## src/rtl/seq_pattern_gen_pkg.sv

```systemverilog
// Shared definitions for the serial pattern generator: FSM states, default width
// and the detector pattern constant.
package seq_pattern_gen_pkg;

  typedef enum logic [1:0] {
    S_IDLE = 2'd0,
    S_SEND = 2'd1,
    S_GAP  = 2'd2
  } state_t;

  localparam int unsigned SEQ_PAT_W_DEFAULT = 4;
  localparam logic [3:0]  SEQ_PAT_0111      = 4'b0111;

endpackage

```

## src/rtl/seq_pattern_gen_piso.sv

```systemverilog
// seq_piso: W-bit parallel-in/serial-out shift register, MSB out, load has priority
// over shift.
module seq_piso #(
  parameter int unsigned W = 4
) (
  input  logic         clk,
  input  logic         rst,
  input  logic         load,
  input  logic         shift,
  input  logic [W-1:0] din,
  output logic         sout
);

  logic [W-1:0] sr_q, sr_d;

  always_comb begin
    sr_d = sr_q;
    if (load) begin
      sr_d = din;
    end else if (shift) begin
      sr_d = {sr_q[W-2:0], 1'b0};
    end
  end

  always_ff @(posedge clk) begin
    if (rst) begin
      sr_q <= '0;
    end else begin
      sr_q <= sr_d;
    end
  end

  assign sout = sr_q[W-1];

endmodule

```

## src/rtl/seq_pattern_gen.sv

```systemverilog
// Serial pattern transmitter: MSB-first frames, repeat count and inter-frame gap.
// Define SEQ_GEN_PARITY_EN to append an even-parity bit to each frame.
module seq_pattern_gen
  import seq_pattern_gen_pkg::*;
#(
  parameter int unsigned PAT_W = SEQ_PAT_W_DEFAULT,
  parameter int unsigned REP_W = 4,
  parameter int unsigned GAP_W = 4
) (
  input  logic             clk,
  input  logic             rst,
  input  logic             start,
  input  logic [PAT_W-1:0] pattern,
  input  logic [REP_W-1:0] reps,
  input  logic [GAP_W-1:0] gap,
  output logic             out,
  output logic             frame,
  output logic             busy,
  output logic             done
);

`ifdef SEQ_GEN_PARITY_EN
  localparam int unsigned FRAME_LEN = PAT_W + 1;
`else
  localparam int unsigned FRAME_LEN = PAT_W;
`endif
  localparam int unsigned      CNT_W    = $clog2(PAT_W + 1);
  localparam logic [CNT_W-1:0] LAST_IDX = CNT_W'(FRAME_LEN - 1);

  state_t           state_q, state_d;
  logic [PAT_W-1:0] pat_q, pat_d;
  logic [REP_W-1:0] rep_q, rep_d;
  logic [GAP_W-1:0] gap_q, gap_d;
  logic [GAP_W-1:0] gap_cnt_q, gap_cnt_d;
  logic [CNT_W-1:0] bit_cnt_q, bit_cnt_d;
  logic             out_q, out_d;
  logic             frame_q, frame_d;
  logic             busy_q, busy_d;
  logic             done_q, done_d;
`ifdef SEQ_GEN_PARITY_EN
  logic             par_q, par_d;
`endif

  logic             piso_load, piso_shift, piso_sout;
  logic [PAT_W-1:0] piso_din;

  // The shift register holds the bits still to come; the bit on the line lives
  // in out_q, so the first bit of a frame is registered directly from the source.
  seq_piso #(.W(PAT_W)) u_piso (
    .clk  (clk),
    .rst  (rst),
    .load (piso_load),
    .shift(piso_shift),
    .din  (piso_din),
    .sout (piso_sout)
  );

  always_comb begin
    state_d    = state_q;
    pat_d      = pat_q;
    rep_d      = rep_q;
    gap_d      = gap_q;
    gap_cnt_d  = gap_cnt_q;
    bit_cnt_d  = bit_cnt_q;
    out_d      = 1'b0;
    frame_d    = 1'b0;
    busy_d     = 1'b0;
    done_d     = 1'b0;
    piso_load  = 1'b0;
    piso_shift = 1'b0;
    piso_din   = {pat_q[PAT_W-2:0], 1'b0};
`ifdef SEQ_GEN_PARITY_EN
    par_d      = par_q;
`endif
    unique case (state_q)
      S_IDLE: begin
        if (start) begin
          pat_d     = pattern;
          rep_d     = reps;
          gap_d     = gap;
`ifdef SEQ_GEN_PARITY_EN
          par_d     = ^pattern;
`endif
          piso_din  = {pattern[PAT_W-2:0], 1'b0};
          piso_load = 1'b1;
          bit_cnt_d = '0;
          out_d     = pattern[PAT_W-1];
          frame_d   = 1'b1;
          busy_d    = 1'b1;
          state_d   = S_SEND;
        end
      end
      S_SEND: begin
        if (bit_cnt_q == LAST_IDX) begin
          if (rep_q == '0) begin
            state_d = S_IDLE;
            done_d  = 1'b1;
          end else begin
            rep_d  = rep_q - REP_W'(1);
            busy_d = 1'b1;
            if (gap_q != '0) begin
              state_d   = S_GAP;
              gap_cnt_d = gap_q;
            end else begin
              piso_load = 1'b1;
              bit_cnt_d = '0;
              out_d     = pat_q[PAT_W-1];
              frame_d   = 1'b1;
            end
          end
        end else begin
          bit_cnt_d  = bit_cnt_q + CNT_W'(1);
          piso_shift = 1'b1;
          busy_d     = 1'b1;
`ifdef SEQ_GEN_PARITY_EN
          out_d      = (bit_cnt_q == CNT_W'(PAT_W - 1)) ? par_q : piso_sout;
`else
          out_d      = piso_sout;
`endif
        end
      end
      S_GAP: begin
        busy_d = 1'b1;
        if (gap_cnt_q == GAP_W'(1)) begin
          state_d   = S_SEND;
          gap_cnt_d = '0;
          piso_load = 1'b1;
          bit_cnt_d = '0;
          out_d     = pat_q[PAT_W-1];
          frame_d   = 1'b1;
        end else begin
          gap_cnt_d = gap_cnt_q - GAP_W'(1);
        end
      end
      default: state_d = S_IDLE;
    endcase
  end

  always_ff @(posedge clk) begin
    if (rst) begin
      state_q   <= S_IDLE;
      pat_q     <= '0;
      rep_q     <= '0;
      gap_q     <= '0;
      gap_cnt_q <= '0;
      bit_cnt_q <= '0;
      out_q     <= 1'b0;
      frame_q   <= 1'b0;
      busy_q    <= 1'b0;
      done_q    <= 1'b0;
`ifdef SEQ_GEN_PARITY_EN
      par_q     <= 1'b0;
`endif
    end else begin
      state_q   <= state_d;
      pat_q     <= pat_d;
      rep_q     <= rep_d;
      gap_q     <= gap_d;
      gap_cnt_q <= gap_cnt_d;
      bit_cnt_q <= bit_cnt_d;
      out_q     <= out_d;
      frame_q   <= frame_d;
      busy_q    <= busy_d;
      done_q    <= done_d;
`ifdef SEQ_GEN_PARITY_EN
      par_q     <= par_d;
`endif
    end
  end

  assign out   = out_q;
  assign frame = frame_q;
  assign busy  = busy_q;
  assign done  = done_q;

endmodule
```

## config.mk

```make
export PLATFORM = sky130hd
export DESIGN_NAME = seq_pattern_gen
export DESIGN_NICKNAME = d
export VERILOG_FILES = /design/src/rtl/seq_pattern_gen_pkg.sv /design/src/rtl/seq_pattern_gen_piso.sv /design/src/rtl/seq_pattern_gen.sv
export SDC_FILE = /design/constraint.sdc
export NUM_CORES = 1
export LEC_CHECK = 0
export CAP_MARGIN = 20
export CORE_ASPECT_RATIO = 0.6
export CORE_MARGIN = 2
export CORE_UTILIZATION = 58
export CTS_BUF_LIST = sky130_fd_sc_hd__clkbuf_4 sky130_fd_sc_hd__clkbuf_8 sky130_fd_sc_hd__clkbuf_16
export CTS_CLUSTER_SIZE = 30
export DETAILED_ROUTE_END_ITERATION = 7
export PLACE_DENSITY = 0.9
export SYNTH_ARGS = -nofsm -noshare
export SYNTH_HDL_FRONTEND = slang
export SYNTH_HIERARCHICAL = 1
export SYNTH_SLANG_ARGS = --single-unit
```

## constraint.sdc

```tcl
create_clock -name clk -period 5.3 [get_ports clk]
set_clock_uncertainty 0.05 [all_clocks]
set_input_delay 1.06 -clock clk [delete_from_list [all_inputs] [get_ports clk]]
set_output_delay 1.06 -clock clk [all_outputs]
set_load 0.05 [all_outputs]
```

After elaboration in Yosys (flattened, before gate mapping). Index checks and enable logic that the tools add are counted.

Output and inout bits: 4. Register bits: 29. Word-level logic and storage cells: 84.

Mux-type cells: 43. $add $sub $neg: 3. Reduce and logical (&&, ||, !) cells: 13. Eq/ne operators: 12. Bitwise operators: 2.

Operator list (number): $mux 4 (11); $pmux 4 s2 (2); $mux 1 (15); $mux 3 (5); $reduce_and 4->1 (3); $mux 2 (5); $ne 2x2->1 const B (5); $ne 3x3->1 const B (3); $pmux 1 s3 (3); $pmux 3 s3 (1); $sub 4x1->4 const B (2); $pmux 2 s3 (1); $reduce_bool 2->1 (3); $reduce_and 5->1 (1); $eq 4x1->1 const B (1); $logic_not 4->1 (1); $reduce_bool 4->1 (1); $add 3x1->3 const B (1); $eq 3x2->1 const B (1); $reduce_bool 3->1 (1); $reduce_or 3->1 (1); $eq 2x1->1 const B (1); $eq 2x2->1 const B (1); $logic_not 2->1 (1); 2 further kinds (3).

Depth between registers and ports, before layout.
Depth after elaboration: 6. Mapped depth: 7. Mapped depth without buffers: 7.

By module. The synthesis kept the hierarchy.

Modules (own cells, without submodules): seq_pattern_gen (instances 1, sequential area each 500.5 um^2, area each 1310.0 um^2, cells each 138); seq_piso (instances 1, sequential area each 80.1 um^2, area each 172.7 um^2, cells each 17).

Least setup slack after synthesis. OpenSTA, ideal clock, no wires.

Kind: input to register. Start: input port start. End: register u_piso.sr_q[0]. Cell stages on the path: 4. Arrival time: 2108 ps. Data required time: 5180 ps. Setup slack: 3072 ps. Path through: nor3b_4 or3_4 or3b_1 a21oi_1.

Word-level cells in the longest chain between the ends: 3. Elaborated cells on any way between the ends: 4.

Ends and longest elaborated chain: from (decl) (RTL line seq_pattern_gen.sv:12) `input logic start,`; $mux 1 *; $pmux 1 s3 *; named net frame_d (RTL line seq_pattern_gen.sv:37) `logic frame_q, frame_d;`; $mux 4 / $reduce_bool 2->1 (equally long branches); to (signal assigned) (RTL line seq_pattern_gen_piso.sv:29) `sr_q <= sr_d;`; to (decl) (RTL line seq_pattern_gen_piso.sv:14) `logic [W-1:0] sr_q, sr_d;`.

The timed path passes the listed nets; every way through them passes the cells marked *. A chain may end at the register's enable or synchronous reset.

Worst setup path after layout.
Start: input port start. End: register u_piso.sr_q[2].

Word-level cells in the longest chain between the ends: 3. Elaborated cells on any way between the ends: 6.

Ends and longest elaborated chain: $mux 4 (RTL line seq_pattern_gen.sv:77) `if (start) begin`; $mux 4 (RTL line seq_pattern_gen.sv:75) `unique case (state_q)`; named net piso_din[2] (RTL line seq_pattern_gen.sv:45) `logic [PAT_W-1:0] piso_din;`; $mux 4 (RTL line seq_pattern_gen_piso.sv:18) `if (load) begin`.

The timed path passes the listed nets, and every way through them passes these cells.

==> metrics.txt <==
worst rel slew slack=between 30% and 40%; Mapped Area=approximately 0.0015 mm^2; worst r2r path cells=7; number of synthesized flops with an enable pin=0; routed wire length=approximately 3300 um; CTS Sinks=29; DR pass1 iterations=4; number of diodes=0; worst flop-to-flop path startpoint=rep_q[0]; initial core utilization=around three fifths; initial DRC count=101; clock latency on the worst-skew pair=280 ps; Core Region=0.00247 mm^2; Final Max Slew Viols=0; Seq cells post-synth=29; filler cell count in the final layout=176; Critical Path AT=about 2800 ps; grt total ovfl=0; Synth warnings=6; Switching Share=26.3%; Final setup viols=0; Worst EP required=5360 ps; Reg clk slew, reported paths=60 ps; Root Driver=clkbuf_8; DP HPWL=2360 um; Yosys cell types=45; share of flip-flops with an asynchronous set or reset=0%; Sw Pwr=about 140 uW; Yosys top cell area share=39.2%; WL/cell=16.1 um; Vias/cell=5.86; synth cell count leaders=dfxtp_1, nor2_1, a21oi_1, mux2i_1, nand2_1; placer congestion estimate=slightly above 0.9; cell internal pwr=382 uW; Logic pwr share=between 15 and 20%; cell taking the most area after synthesis=dfxtp_1; RR Endpoint=u_piso/sr_q[0]; vias=1208; top-count cell post-synth=dfxtp_1; syn_nets=around 170; worst vdd ir=0.201 mV; hold endpoint=bit_cnt_q[0]; crit end category=flop; vias in the first global route=1184; status=completed; Slew @ Worst Pin=1000 ps; Inserted Clock Buffers=5; setup slack, reg-to-reg=3090 ps; Port Buffer Count=18; layout cell share with drive strength beyond 1=approximately 14%; Seq/Total Area, Yosys=39.2%; register share of total power=46.6%; crit path cell chain=clkdlybuf4s50_1, nor3b_4, mux2_1, nor2b_1, a211oi_1; IO Pins=19; Synth Flop Type=dfxtp_1; CTS max path bufs=2; Post-CTS Setup Inserts=0; WHS Path Cells=1; CTS tree=built; slowest stage delay, CP=670 ps; # resized after CTS=0; P_leak=roughly 0.00064 uW; Syn-to-layout area delta=18.2%; Power, Total=approximately 520 uW; final worst-path cycle share=between 50% and 60%; Clock Power Share=between 30 and 40%; DRC viols=0; Slowest cell on crit path=nor3b_4; die area=0.00299 mm^2; worst-path fanout max=12; Global Route Usage Sum=24.8%; Pwr Density=around 300 mW/mm^2; Nets=193; hold_buf cts=0; Synth area leaders=dfxtp_1, mux2i_1, nor2_1, a211oi_1, a21oi_1; Antenna Nets Post-Route=0; Hold WC Path Type=reg2reg; Rows=14; CP Class=in2reg; Period minus WS final=roughly 2800 ps; Chip Width=~70 um; # H-tree levels=2; CP Launch Type=input pin; initial antenna violation count=0; Post-Syn Instances=155; Crit path max-delay family=simple AND/OR/NAND/NOR gates; Final Hold Fails=0; max cap viols=0; Syn Area/Cell=between 9 and 10 um^2; maximum number of pins on one net before global-route repair=29; Buf+Inv Stages, Crit Path=1; Max Clock Freq=roughly 360 MHz; Die Span Y=43.2 um; first-pass GRT wire length=between 5000 and 6000 um; unrepaired setup endpoints after global routing=no; setup TNS=0 ps; Hold Startpoint=bit_cnt_q[0]
-- cell usage in the layout (no fill, tap or decap), types with 2 or more instances in the layout --
cell | netlist | routed
nand3_1 | 4 | 4
a21oi_1 | 10 | 10
nor2b_1 | 5 | 5
mux2i_1 | 8 | 8
and2b_1 | 3 | 3
a31oi_1 | 2 | 2
or3b_2 | 2 | 2
a21o_1 | 2 | 2
a22oi_1 | 2 | 2
o21ai_0 | 4 | 4
dfxtp_1 | 29 | 29
clkbuf_8 | 0 | 6
clkdlybuf4s50_1 | 0 | 18
nor3_1 | 6 | 6
mux2_1 | 2 | 2
inv_1 | 7 | 7
mux2_2 | 2 | 2
nor2_1 | 16 | 16
a211oi_1 | 7 | 7
nor3b_4 | 2 | 2
ha_1 | 4 | 4
nand2b_1 | 3 | 3
nand2_1 | 8 | 8
-- sequential cells by signal (all words and copies together), names as in the netlist --
name / count
bit_cnt_q: 3
busy: 1
done: 1
frame: 1
gap_cnt_q: 4
gap_q: 4
out: 1
pat_q: 4
rep_q: 4
state_q: 2
u_piso/sr_q: 4
-- kinds of logic after synthesis --
logic type / Yosys count / synth area share, %
and+or+nand+nor: 59 / 25.5
AOI/OAI and AO/OA: 36 / 17.8
DFF: 29 / 39.2
buffers and inverters: 13 / 4.47
muxes: 13 / 9.45
adders and majority gates: 4 / 3.38
other: 1 / 0.253
-- worst max path at each step --
stage                     depth (start not counted)        endpoint   from  slack [ps]
after detailed placement                          5  u_piso/sr_q[2]  start        2280
after CTS                                         5  u_piso/sr_q[2]  start        2560
final                                             5  u_piso/sr_q[2]  start        2530
after global routing                              5  u_piso/sr_q[1]  start        2490
after global placement                            5  u_piso/sr_q[2]  start        2350
after floorplan                                   4  u_piso/sr_q[0]  start        3070
-- per-layer routing --
| layer | up-vias | track usage, % | share of wire (%) |
|---|---|---|---|
| li1 | 587 | - | - |
| met1 | 573 | 29.8 | 47 |
| met2 | 42 | 39.4 | 45 |
| met3 | 6 | 10.9 | 6.4 |
| met4 | 0 | 9.41 | 1.2 |
| met5 | - | 0 | 0 |
-- power groups by stage --
stage	clock, uW	sequential [uW]	combinational (uW)
global route	201	243	96.7
detailed placement	0	245	87.5
global placement	0	244	83.3
finish	187	241	88.9
CTS	191	241	88.6
floorplan	0	246	61.4
-- per-stage QoR --
| step | hold slack [ps] | setup slack [ps] | util, % | cell area (um^2) | std cells |
|---|---|---|---|---|---|
| 2_1_floorplan | 394 | 3070 | - | 1480 | 155 |
| 6_report | 431 | 2530 | 71.0 | 1750 | 206 |
| 3_3_place_gp | 407 | 2350 | 67.3 | 1660 | 199 |
| 4_1_cts | 433 | 2560 | 71.0 | 1750 | 206 |
| 3_5_place_dp | 425 | 2280 | 67.3 | 1660 | 199 |
| 5_1_grt | 465 | 2490 | 71.0 | 1750 | 206 |
-- worst reg2reg max path, stage by stage (launching register included) --
cell and delay, ps:
dfxtp_1 340, inv_1 100, ha_1 210, nor3b_4 400
nor3_2 90, or3_4 420, or3b_1 380, a21oi_1 140
-- final cells by class --
| cell class | instances | area [um^2] | area share [%] |
|---|---|---|---|
| sequential | 29 | 581 | 33.1 |
| inverter | 7 | 26.3 | 1.50 |
| multi-input combinational | 113 | 836 | 47.7 |
| clock buffer | 7 | 90.1 | 5.14 |
| tap | 32 | 40.0 | 2.28 |
| timing repair buffer | 18 | 180 | 10.3 |
Note: power is estimated with default switching activity, not from simulation.
